==> src/rtl/mips_multicycle_controller.sv <==
// Multicycle MIPS control FSM: sequences fetch/decode/execute/memory/writeback.
// Optional build macro MIPS_MC_ILLEGAL_TRAP_EN traps unknown instructions in ILLEGAL.

package mips_pkg;
    localparam int unsigned INSTR_WITDTH   = 32;
    localparam int unsigned ALU_CTRL_WIDTH = 4;
endpackage

module mips_multicycle_controller
    import mips_pkg::*;
(
    input  logic                      clk,
    input  logic                      rst_n,
    input  logic [INSTR_WITDTH-1:0]   instr,
    input  logic                      zero,
    input  logic                      mem_ready,
    output logic                      mem_req,
    output logic                      memwrite,
    output logic                      iord,
    output logic                      irwrite,
    output logic                      regdst,
    output logic                      memtoreg,
    output logic                      regwrite,
    output logic                      alusrca,
    output logic [1:0]                alusrcb,
    output logic [1:0]                pcsrc,
    output logic                      pcen,
    output logic [ALU_CTRL_WIDTH-1:0] alucontrl,
    output logic                      illegal
);

    typedef enum logic [3:0] {
        FETCH    = 4'd0,
        DECODE   = 4'd1,
        MEMADR   = 4'd2,
        MEMRD    = 4'd3,
        MEMWB    = 4'd4,
        MEMWR    = 4'd5,
        EXECUTE  = 4'd6,
        ALUWB    = 4'd7,
        BRANCH   = 4'd8,
        ADDIEXEC = 4'd9,
        ADDIWB   = 4'd10,
        JUMP     = 4'd11,
        ILLEGAL  = 4'd12
    } state_t;

    localparam logic [5:0] OP_RTYPE = 6'b000000;
    localparam logic [5:0] OP_LW    = 6'b100011;
    localparam logic [5:0] OP_SW    = 6'b101011;
    localparam logic [5:0] OP_BEQ   = 6'b000100;
    localparam logic [5:0] OP_ADDI  = 6'b001000;
    localparam logic [5:0] OP_J     = 6'b000010;

    localparam logic [ALU_CTRL_WIDTH-1:0] ALU_ADD = ALU_CTRL_WIDTH'(4'b0010);
    localparam logic [ALU_CTRL_WIDTH-1:0] ALU_SUB = ALU_CTRL_WIDTH'(4'b0110);

`ifdef MIPS_MC_ILLEGAL_TRAP_EN
    localparam state_t UNKNOWN_NEXT = ILLEGAL;
    localparam logic   ILLEGAL_FLAG = 1'b1;
`else
    localparam state_t UNKNOWN_NEXT = FETCH;
    localparam logic   ILLEGAL_FLAG = 1'b0;
`endif

    state_t                    state_q;
    state_t                    state_d;
    logic [5:0]                opcode;
    logic [5:0]                funct;
    logic                      funct_known;
    logic [ALU_CTRL_WIDTH-1:0] funct_alu;
    logic                      unused_instr_bits;

    assign opcode            = instr[31:26];
    assign funct             = instr[5:0];
    assign unused_instr_bits = ^instr[25:6];

    // R-type funct to ALU operation; unlisted functs are flagged as unknown
    always_comb begin
        funct_known = 1'b1;
        funct_alu   = ALU_ADD;
        case (funct)
            6'b000000: funct_alu = ALU_CTRL_WIDTH'(4'b1000);
            6'b000010: funct_alu = ALU_CTRL_WIDTH'(4'b1001);
            6'b000011: funct_alu = ALU_CTRL_WIDTH'(4'b1010);
            6'b000100: funct_alu = ALU_CTRL_WIDTH'(4'b1011);
            6'b000110: funct_alu = ALU_CTRL_WIDTH'(4'b1100);
            6'b000111: funct_alu = ALU_CTRL_WIDTH'(4'b1101);
            6'b100000: funct_alu = ALU_ADD;
            6'b100010: funct_alu = ALU_SUB;
            6'b100100: funct_alu = ALU_CTRL_WIDTH'(4'b0000);
            6'b100101: funct_alu = ALU_CTRL_WIDTH'(4'b0001);
            6'b100110: funct_alu = ALU_CTRL_WIDTH'(4'b0011);
            6'b100111: funct_alu = ALU_CTRL_WIDTH'(4'b0100);
            6'b101010: funct_alu = ALU_CTRL_WIDTH'(4'b0111);
            default:   funct_known = 1'b0;
        endcase
    end

    always_ff @(posedge clk or negedge rst_n) begin
        if (!rst_n) begin
            state_q <= FETCH;
        end else begin
            state_q <= state_d;
        end
    end

    // Next state and datapath controls; memory states hold until mem_ready
    always_comb begin
        state_d   = FETCH;
        mem_req   = 1'b0;
        memwrite  = 1'b0;
        iord      = 1'b0;
        irwrite   = 1'b0;
        regdst    = 1'b0;
        memtoreg  = 1'b0;
        regwrite  = 1'b0;
        alusrca   = 1'b0;
        alusrcb   = 2'b00;
        pcsrc     = 2'b00;
        pcen      = 1'b0;
        alucontrl = ALU_ADD;
        illegal   = 1'b0;
        case (state_q)
            FETCH: begin
                mem_req = 1'b1;
                alusrcb = 2'b01;
                irwrite = mem_ready;
                pcen    = mem_ready;
                state_d = mem_ready ? DECODE : FETCH;
            end
            DECODE: begin
                alusrcb = 2'b11;
                case (opcode)
                    OP_LW, OP_SW: state_d = MEMADR;
                    OP_RTYPE:     state_d = funct_known ? EXECUTE : UNKNOWN_NEXT;
                    OP_BEQ:       state_d = BRANCH;
                    OP_ADDI:      state_d = ADDIEXEC;
                    OP_J:         state_d = JUMP;
                    default:      state_d = UNKNOWN_NEXT;
                endcase
            end
            MEMADR: begin
                alusrca = 1'b1;
                alusrcb = 2'b10;
                state_d = (opcode == OP_LW) ? MEMRD : MEMWR;
            end
            MEMRD: begin
                mem_req = 1'b1;
                iord    = 1'b1;
                state_d = mem_ready ? MEMWB : MEMRD;
            end
            MEMWB: begin
                regwrite = 1'b1;
                memtoreg = 1'b1;
                state_d  = FETCH;
            end
            MEMWR: begin
                mem_req  = 1'b1;
                memwrite = 1'b1;
                iord     = 1'b1;
                state_d  = mem_ready ? FETCH : MEMWR;
            end
            EXECUTE: begin
                alusrca   = 1'b1;
                alucontrl = funct_alu;
                state_d   = ALUWB;
            end
            ALUWB: begin
                regwrite = 1'b1;
                regdst   = 1'b1;
                state_d  = FETCH;
            end
            BRANCH: begin
                alusrca   = 1'b1;
                alucontrl = ALU_SUB;
                pcsrc     = 2'b01;
                pcen      = zero;
                state_d   = FETCH;
            end
            ADDIEXEC: begin
                alusrca = 1'b1;
                alusrcb = 2'b10;
                state_d = ADDIWB;
            end
            ADDIWB: begin
                regwrite = 1'b1;
                state_d  = FETCH;
            end
            JUMP: begin
                pcsrc   = 2'b10;
                pcen    = 1'b1;
                state_d = FETCH;
            end
            ILLEGAL: begin
                illegal = ILLEGAL_FLAG;
                state_d = ILLEGAL;
            end
            default: state_d = FETCH;
        endcase
    end

endmodule

==> config.mk <==
export PLATFORM = sky130hd
export DESIGN_NAME = mips_multicycle_controller
export DESIGN_NICKNAME = d
export VERILOG_FILES = /design/src/rtl/mips_multicycle_controller.sv
export SDC_FILE = /design/constraint.sdc
export NUM_CORES = 1
export LEC_CHECK = 0
export CORE_ASPECT_RATIO = 0.8
export CORE_MARGIN = 1.5
export CORE_UTILIZATION = 35
export DETAILED_ROUTE_END_ITERATION = 7
export PLACE_DENSITY = 0.86
export SLEW_MARGIN = 15
export SYNTH_ARGS = -nofsm -noshare
export SYNTH_HDL_FRONTEND = slang
export SYNTH_SLANG_ARGS = --single-unit
==> constraint.sdc <==
create_clock -name clk -period 4.1 [get_ports clk]
set_input_delay 0.82 -clock clk [delete_from_list [all_inputs] [get_ports clk]]
set_output_delay 0.82 -clock clk [all_outputs]
set_load 0.1 [all_outputs]
Word-level counts from Yosys, hierarchy flattened
Index checks and enable logic that the tools add are counted.

Input bits: 36. Bits in registers: 4.

Equality and inequality tests: 29. Mux-type cells: 21. Reductions and logical operators: 10.

Operators with widths (number): == test 6 bit, second input constant (9); one-hot mux 4 bit (12 select lines) (1); one-hot mux 4 bit (8 select lines) (1); == test 6 x 3 -> 1 bit, second input constant (4); == test 4 bit, second input constant (5); one-hot mux 4 bit (5 select lines) (1); == test 6 x 2 -> 1 bit, second input constant (3); == test 4 x 3 -> 1 bit, second input constant (4); OR reduction 13 bit (1); logical NOT 6 bit (2); 2-to-1 mux 3 bit (4); 2-to-1 mux 1 bit (10); == test 4 x 2 -> 1 bit, second input constant (2); one-hot mux 4 bit (2 select lines) (1); == test 6 x 4 -> 1 bit, second input constant (1); one-hot mux 2 bit (3 select lines) (1); OR reduction 2 bit (3); OR reduction 3 bit (2); == test 4 x 1 -> 1 bit, second input constant (1); logical NOT 4 bit (1); one-hot mux 2 bit (2 select lines) (1); OR reduction 4 bit (1); one-hot mux 1 bit (3 select lines) (1).

Longest topological paths before layout
Gate-level depths: netlist of the first run.

Depth in word-level cells: 6. Gate-level depth with buffers: 5.

Least setup slack after synthesis of the first run
No wires, ideal clock.

Path kind: reg-to-output. Start point: register state_q[2]. End point: output pcen. Setup slack: -299 ps. Data required time: 3280 ps. Arrival time: 3579 ps. Cell stages (with the launch flop): 4. Cell sequence: dfrtp_1 nand2b_1 nor3_1 a211o_1.

Cells in the longest elaborated chain, start to end: 2. Elaborated cells on any way between the ends: 4.

RTL lines: start, declared (line 66) `state_t state_q;`; start signal, assigned (line 104) `state_q <= state_d;`; == test 4 bit or logical NOT 4 bit (tied branches) (line 124) `case (state_q)`; one-hot mux 1 bit (3 select lines) * (line 124); end, declared (line 27) `output logic pcen,`.

Every way passes the cells marked *; elsewhere a longest branch is shown, timed or not.

Worst setup path after layout of the first run
Start point: input instr[5]. End point: output alucontrl[0].

Cells in the longest elaborated chain, start to end: 3. Elaborated cells on any way between the ends: 14.

RTL lines: start, declared (line 14) `input logic [INSTR_WITDTH-1:0] instr,`; == test 6 bit, or another cell as far along (line 82) `case (funct)`; one-hot mux 4 bit (12 select lines) * (line 82); one-hot mux 4 bit (2 select lines) * (line 124); end, declared (line 28) `output logic [ALU_CTRL_WIDTH-1:0] alucontrl,`.

Marks and branches as above.

==> summary.txt, run 1 <==
Clocking
  – Root Buffer: clkbuf_4
  – CTS tree: yes
  – Total CTS buffers: 3
  – Hold Buf Count CTS: 0
  – Clock Latency Late Sink: 0.24 ns
  – Post-cts sizing count: 0
  – Clock Path Buffers: 2
  – Clock-pin slew on the worst setup and hold paths: 0.04 ns
  – H-tree levels: 1
  – Post-CTS setup buffer count: 0
  – CTS sink cnt: 4

GRT
  – First-pass GRT wire length: 3070 um
  – GRT Overall Usage: 18.2%
  – Antenna violations before repair: 0
  – Largest net degree at the start of global routing: 18
  – Number of global-route vias before repair: 735
  – Grt ovf: 0

Route
  – Routed WL: 1940 um
  – DR WL/cell: 12.7 um
  – Metal-1 WL: 886 um
  – ANT nets after route: 0
  – Drt initial violations: 29
  – Iteration count of the initial detailed-routing pass: 4
  – Remaining DRCs: 0
  – Vias per std cell: 5.62
  – Max layer used: met4
  – Met2 Wirelength: 890 um
  – Vias post-DR: 860
  – Routed wl met3: 127 um

Status
  – Outcome: finished clean

Worst setup path
  – CP startpoint kind: input port
  – Worst R2R End: state_q[2]
  – Crit path DAT: 2.55 ns
  – Crit-path max cell delay: 0.65 ns
  – Crit path from: instr[5]
  – Worst EP required: 3.28 ns
  – Flop-to-flop setup slack: 2.34 ns
  – CP Capture Type: output port
  – Path depth of the worst reg2reg path: 4
  – Worst path slowest cell: clkdlybuf4s50_1
  – Worst-path cell chain: clkdlybuf4s50_1 -> xor2_1 -> a21oi_1 -> or3_1 -> a21oi_1 -> buf_12
  – CP Max Fanout: 9
  – R2r startpoint: state_q[0]
  – Crit-path most repeated cell: a21oi_1
  – Setup crit end: alucontrl[0]
  – CP Class: input port to output port

Synth
  – Sequential share of the synthesized area: 14.5%
  – Syn_area_per_cell: 6.85 um^2
  – Synth warn: 0
  – Share of the synthesized area in the top cell type: 14.5%
  – Syn nets: 137
  – Post-synth top cells: nor2_1 (13), nor3_1 (9), a21oi_1 (8), nand2_1 (8), nand2b_1 (8)
  – Area contributors post-synth: dfrtp_1 (14%), nand2b_1 (7.2%), nor2_1 (7.1%), nor3_1 (6.5%), a21oi_1 (5.8%)
  – Cells after Synth: 101
  – FFs w/ async S/R, synth: 100%
  – Most common cell in the netlist: nor2_1
  – Yosys cell types: 40
  – Mapped cell area: 692 um^2
  – Synth Register Bits: 4
  – Post-synth EDFFs: 0
  – Biggest area consumer among synthesized cells: dfrtp_1
  – Post-synth top flop: dfrtp_1

Cells and area
  – Synthesis-to-layout area growth: 48.3%
  – Antenna cells: 0
  – Area of the multi-input gates: 562 um^2
  – # nets final: 167
  – Largest registers: state_q x4
  – Sequential cell area: 100 um^2
  – Share of cells above drive strength 1: 21.7%
  – Max FFs per register: 4
  – Fillcell total: 186
  – Register bank with the most flops: state_q

Die
  – DIE HEIGHT: 42.8 um
  – DIE WIDTH: 52.7 um
  – Starting density of the core: 36.9%
  – Die Area: 2250 um^2
  – Core area: 1870 um^2
  – I/O pins: 54
  – Row cnt: 14

STA
  – Peak Freq: 0.297 GHz
  – RSZ-0062 raised after global routing: false
  – Tcrit/Tclk final: 82.2%
  – Final Hold Viols: 0
  – Slew headroom: 35.8%
  – Tmin final: 3.37 ns
  – Fin. max-slew vios: 0
  – Fin Setup TNS: 0 ns
  – Clock skew: 0.00401 ns
  – Setup violations, final: 0
  – Worst-Margin Slew: 0.960 ns

Power
  – Peak VDD IR: 0.000183 V
  – Final Total Pwr: 296 uW
  – Lkg Pwr: 0.000405 uW
  – Pwr Density: 289 nW/um^2

Placement
  – IO buf count: 32
  – GPL Wtd Cong: 0.864
  – Detailed Place HPWL: 1510 um

Flow run
  – Max-Cap Viols: 0

Min path
  – HP Class: input port to async pin
-- kinds of logic after synthesis --
logic type             share of synthesized area, %
XOR/XNOR                                       3.80
AND/OR/NAND/NOR                                46.8
AO/OA/AOI/OAI                                  25.5
other                                         0.542
flip-flops                                     14.5
buffers and inverters                          5.78
multiplexers                                   3.07
-- cell usage in the layout (no fill, tap or decap), types with 2 or more instances in the layout --
| cell type | netlist | final |
|---|---|---|
| o211ai_1 | 3 | 3 |
| buf_4 | 2 | 13 |
| nor2_1 | 13 | 13 |
| buf_12 | 0 | 2 |
| o21ai_0 | 4 | 4 |
| dfrtp_1 | 4 | 4 |
| nor3_2 | 0 | 2 |
| nand3_1 | 2 | 2 |
| nor3b_1 | 4 | 4 |
| nand2b_1 | 8 | 8 |
| clkbuf_4 | 0 | 3 |
| nor2b_1 | 5 | 5 |
| clkdlybuf4s50_1 | 0 | 17 |
| a21oi_1 | 8 | 8 |
| nor3_1 | 9 | 7 |
| xnor2_1 | 2 | 2 |
| nand2_1 | 8 | 8 |
-- power breakdown --
part / internal [uW] / switching, uW
combinational: 53.3 / 136
clock: 32.8 / 16.6
sequential: 42.7 / 14.6
-- metrics by stage --
step / std cells / worst slack, ns / hold WS, ns / cell area (um^2) / util [%]
global placement: 150 / 0.770 / 0.754 / 1000 / 53.5
floorplan: 101 / 0.244 / 0.524 / 702 / -
CTS: 153 / 0.737 / 0.773 / 1030 / 54.7
detailed placement: 150 / 0.742 / 0.764 / 1000 / 53.5
finish: 153 / 0.731 / 0.775 / 1030 / 54.7
global route: 153 / 0.646 / 0.782 / 1030 / 54.7
-- layout make-up --
| cell class | instances | share of cell area (%) |
|---|---|---|
| Multi-Input combinational cell | 89 | 54.8 |
| Timing Repair Buffer | 32 | 30.0 |
| Sequential cell | 4 | 9.76 |
| Tap cell | 24 | 2.93 |
| Clock buffer | 3 | 2.20 |
| Inverter | 1 | 0.366 |
-- worst min path at each step --
stage                from    endpoint  cells past startpoint
3_3_place_gp   state_q[3]  state_q[0]                      1
6_report            rst_n  state_q[3]                      1
2_1_floorplan       rst_n  state_q[0]                      0
5_1_grt             rst_n  state_q[1]                      1
3_5_place_dp   state_q[3]  state_q[0]                      1
4_1_cts        state_q[3]  state_q[0]                      1
-- worst max-delay path: cells and delay by family --
kind / cells / cell delay, ns
compound gates: 2 / 0.33
xor+xnor: 1 / 0.21
buf+inv: 2 / 0.86
simple gates: 1 / 0.31
-- routing by layer --
metal	track usage (%)	up-vias
li1	-	428
met2	26.8	39
met1	24.0	388
met5	0	-
met4	9.23	0
met3	4.93	5
Power figures use the tool's default switching activity.
==> run 2: changes to the inputs <==
- CORE_UTILIZATION: 35 -> 33
- PLACE_DENSITY: 0.86 -> 0.82
- clock period: 4.1 -> 3.5 ns (I/O delays scaled with it)
==> run 2 against run 1 <==
Via count fell by 2.1%. Count of clock-buffer cells in the layout did not move. Setup slack got worse by 0.42 ns. First-iteration DRC count fell by 41%. Clock power rose by 19%. Final cell count did not move. Non-clock buffer count did not move. Power rose by 18%. Critical path depth fell by 1. Sequential power rose by 16%. Routed wire length rose by 1.9%.
==> summary.txt, run 2 (same netlist as run 1, synthesis figures left out) <==
Worst setup path
  – Worst-path cell chain: clkdlybuf4s50_1 -> nor3b_1 -> o2111ai_1 -> a21oi_1 -> buf_12 (was clkdlybuf4s50_1 -> xor2_1 -> a21oi_1 -> or3_1 -> a21oi_1 -> buf_12)
  – CP startpoint kind: input port (unchanged)
  – Worst EP required: 2.80 ns (was 3.28 ns)
  – Crit path DAT: 2.49 ns (was 2.55 ns)
  – CP Max Fanout: 9 (unchanged)
  – CP Capture Type: output port (unchanged)
  – Path depth of the worst reg2reg path: 4 (unchanged)
  – CP top delay family: buffers and inverters (unchanged)
  – CP Depth: 5 (was 6)
  – Crit-path max cell delay: 0.67 ns (was 0.65 ns)
  – WP buf/inv: 2 (unchanged)
  – Worst path slowest cell: clkdlybuf4s50_1 (unchanged)
  – CP Class: input port to output port (unchanged)

Cells and area
  – Largest registers: state_q x4 (unchanged)
  – Share of cells above drive strength 1: 24.8% (was 21.7%)
  – # nets final: 167 (unchanged)
  – Synthesis-to-layout area growth: 54.2% (was 48.3%)
  – Register bank with the most flops: state_q (unchanged)
  – Commonest non-fill, non-tap cell in the layout: clkdlybuf4s50_1 (unchanged)
  – Commonest cells after routing, fill and taps aside: clkdlybuf4s50_1 (15), nor2_1 (13), buf_4 (13), nand2b_1 (8), nand2_1 (8) (was clkdlybuf4s50_1 (17), nor2_1 (13), buf_4 (13))
  – Antenna cells: 0 (unchanged)
  – Max FFs per register: 4 (unchanged)
  – Util after Layout: 55.4% (was 54.7%)

Placement
  – GPL Wtd Cong: 0.852 (was 0.864)
  – Detailed Place HPWL: 1570 um (was 1510 um)
  – Worst slack, placed: 0.354 ns (was 0.742 ns)
  – IO buf count: 32 (unchanged)

Die
  – DIE HEIGHT: 44.0 um (was 42.8 um)
  – Core area: 1930 um^2 (was 1870 um^2)
  – Row cnt: 14 (unchanged)
  – I/O pins: 54 (unchanged)
  – DIE WIDTH: 54.2 um (was 52.7 um)
  – Starting density of the core: 35.9% (was 36.9%)
  – Die Area: 2380 um^2 (was 2250 um^2)

STA
  – PnR worst setup slack: 0.311 ns (was 0.731 ns)
  – Fin. max-slew vios: 0 (unchanged)
  – Worst hold margin: 0.657 ns (was 0.775 ns)
  – Worst-Margin Slew: 0.508 ns (was 0.960 ns)
  – Clock skew: 0.00532 ns (was 0.00401 ns)
  – Peak Freq: 0.314 GHz
  – Setup violations, final: 0 (unchanged)
  – Slew headroom: 66.1% (was 35.8%)
  – Tcrit/Tclk final: 91.1%
  – RSZ-0062 raised after global routing: false (unchanged)
  – Tmin final: 3.19 ns
  – Final Hold Viols: 0 (unchanged)

GRT
  – Number of global-route vias before repair: 699 (was 735)
  – GRT Overall Usage: 17.5% (was 18.2%)
  – Largest net degree at the start of global routing: 18 (unchanged)
  – First-pass GRT wire length: 3010 um (was 3070 um)
  – Grt ovf: 0 (unchanged)
  – Antenna violations before repair: 0 (unchanged)

Power
  – Lkg Pwr: 0.000417 uW (was 0.000405 uW)
  – Switching Share: 56.7% (was 56.5%)
  – Reg power frac: 19.1% (was 19.3%)
  – Pwr Density: 327 nW/um^2 (was 289 nW/um^2)
  – P_int: 151 uW (was 129 uW)
  – Sw power: 198 uW (was 167 uW)
  – Peak VDD IR: 0.000340 V (was 0.000183 V)
  – Final Total Pwr: 348 uW (was 296 uW)
  – Logic pwr share: 64.0% (about the same)
  – Clock group share of total power: 16.9% (was 16.7%)

Min path
  – HP Class: input port to async pin (unchanged)

Clocking
  – Total CTS buffers: 3 (unchanged)
  – Root Buffer: clkbuf_4 (unchanged)
  – Clock Path Buffers: 2 (unchanged)
  – Post-CTS setup buffer count: 0 (unchanged)
  – Post-cts sizing count: 0 (unchanged)
  – Clock-pin slew on the worst setup and hold paths: 0.04 ns (about the same)
  – Clock Latency Late Sink: 0.24 ns (about the same)
  – CTS tree: yes (unchanged)
  – CTS sink cnt: 4 (unchanged)
  – H-tree levels: 1 (unchanged)
  – Hold Buf Count CTS: 0 (unchanged)

Route
  – Iteration count of the initial detailed-routing pass: 4 (unchanged)
  – ANT nets after route: 0 (unchanged)
  – Remaining DRCs: 0 (unchanged)
  – Vias post-DR: 842 (was 860)
  – DR WL/cell: 12.9 um (was 12.7 um)
  – Vias per std cell: 5.50 (was 5.62)
  – Drt initial violations: 17 (was 29)
  – Routed WL: 1970 um (was 1940 um)

Flow run
  – Max-Cap Viols: 0 (unchanged)

Status
  – Outcome: finished clean (unchanged)
==> run 2: worst reg2reg max path, cell delays in order (launching register included) <==
cell	delay, ns
dfrtp_1	0.65
nand2b_1	0.30
nor4b_2	0.44
o211ai_1	0.19
o211ai_1	0.13
==> run 2: layer usage <==
| metal | global-route usage, % | vias up | wire length, um | part of all wire [%] |
|---|---|---|---|---|
| met4 | 4.50 | 0 | 23 | 1.2 |
| met5 | 0 | - | 0 | 0 |
| met1 | 22.2 | 379 | 915 | 46 |
| li1 | - | 425 | - | - |
| met3 | 4.14 | 4 | 125 | 6.3 |
| met2 | 29.6 | 34 | 908 | 46 |
==> run 2: metrics by stage <==
stage	TNS (ns)	instances	area (um^2)
6_report	0	153	1070
3_3_place_gp	0	150	1040
5_1_grt	0	153	1070
4_1_cts	0	153	1070
2_1_floorplan	-0.169	101	723
3_5_place_dp	0	150	1040
==> run 2: power by group through the flow <==
stage | registers [uW] | clock network [uW] | logic [uW]
after floorplan | 53.0 | 0 | 181
after global placement | 66.7 | 0 | 220
after detailed placement | 67.3 | 0 | 223
after CTS | 66.5 | 61.7 | 224
after global routing | 69.0 | 68.0 | 235
final | 66.5 | 58.8 | 223
==> run 2: path summary, 6_finish.rpt <==
kind | startpoint | end | slack, ns
worst max-delay path | instr[5] | alucontrl[2] | 0.31
worst min-delay path | rst_n | state_q[3] | 0.66
worst max register to register | state_q[0] | state_q[2] | 1.71
worst min register to register | state_q[3] | state_q[0] | 0.78
max in group asynchronous | rst_n | state_q[2] | 2.68
min in group clk | state_q[3] | state_q[0] | 0.78
==> run 2: layout make-up <==
class | instances | area, um^2
clock buffer | 3 | 22.5
fill | 203 | 860
inverter | 1 | 3.75
multi-input combinational | 89 | 583
sequential | 4 | 100
tap | 24 | 30.0
timing repair buffer | 32 | 328
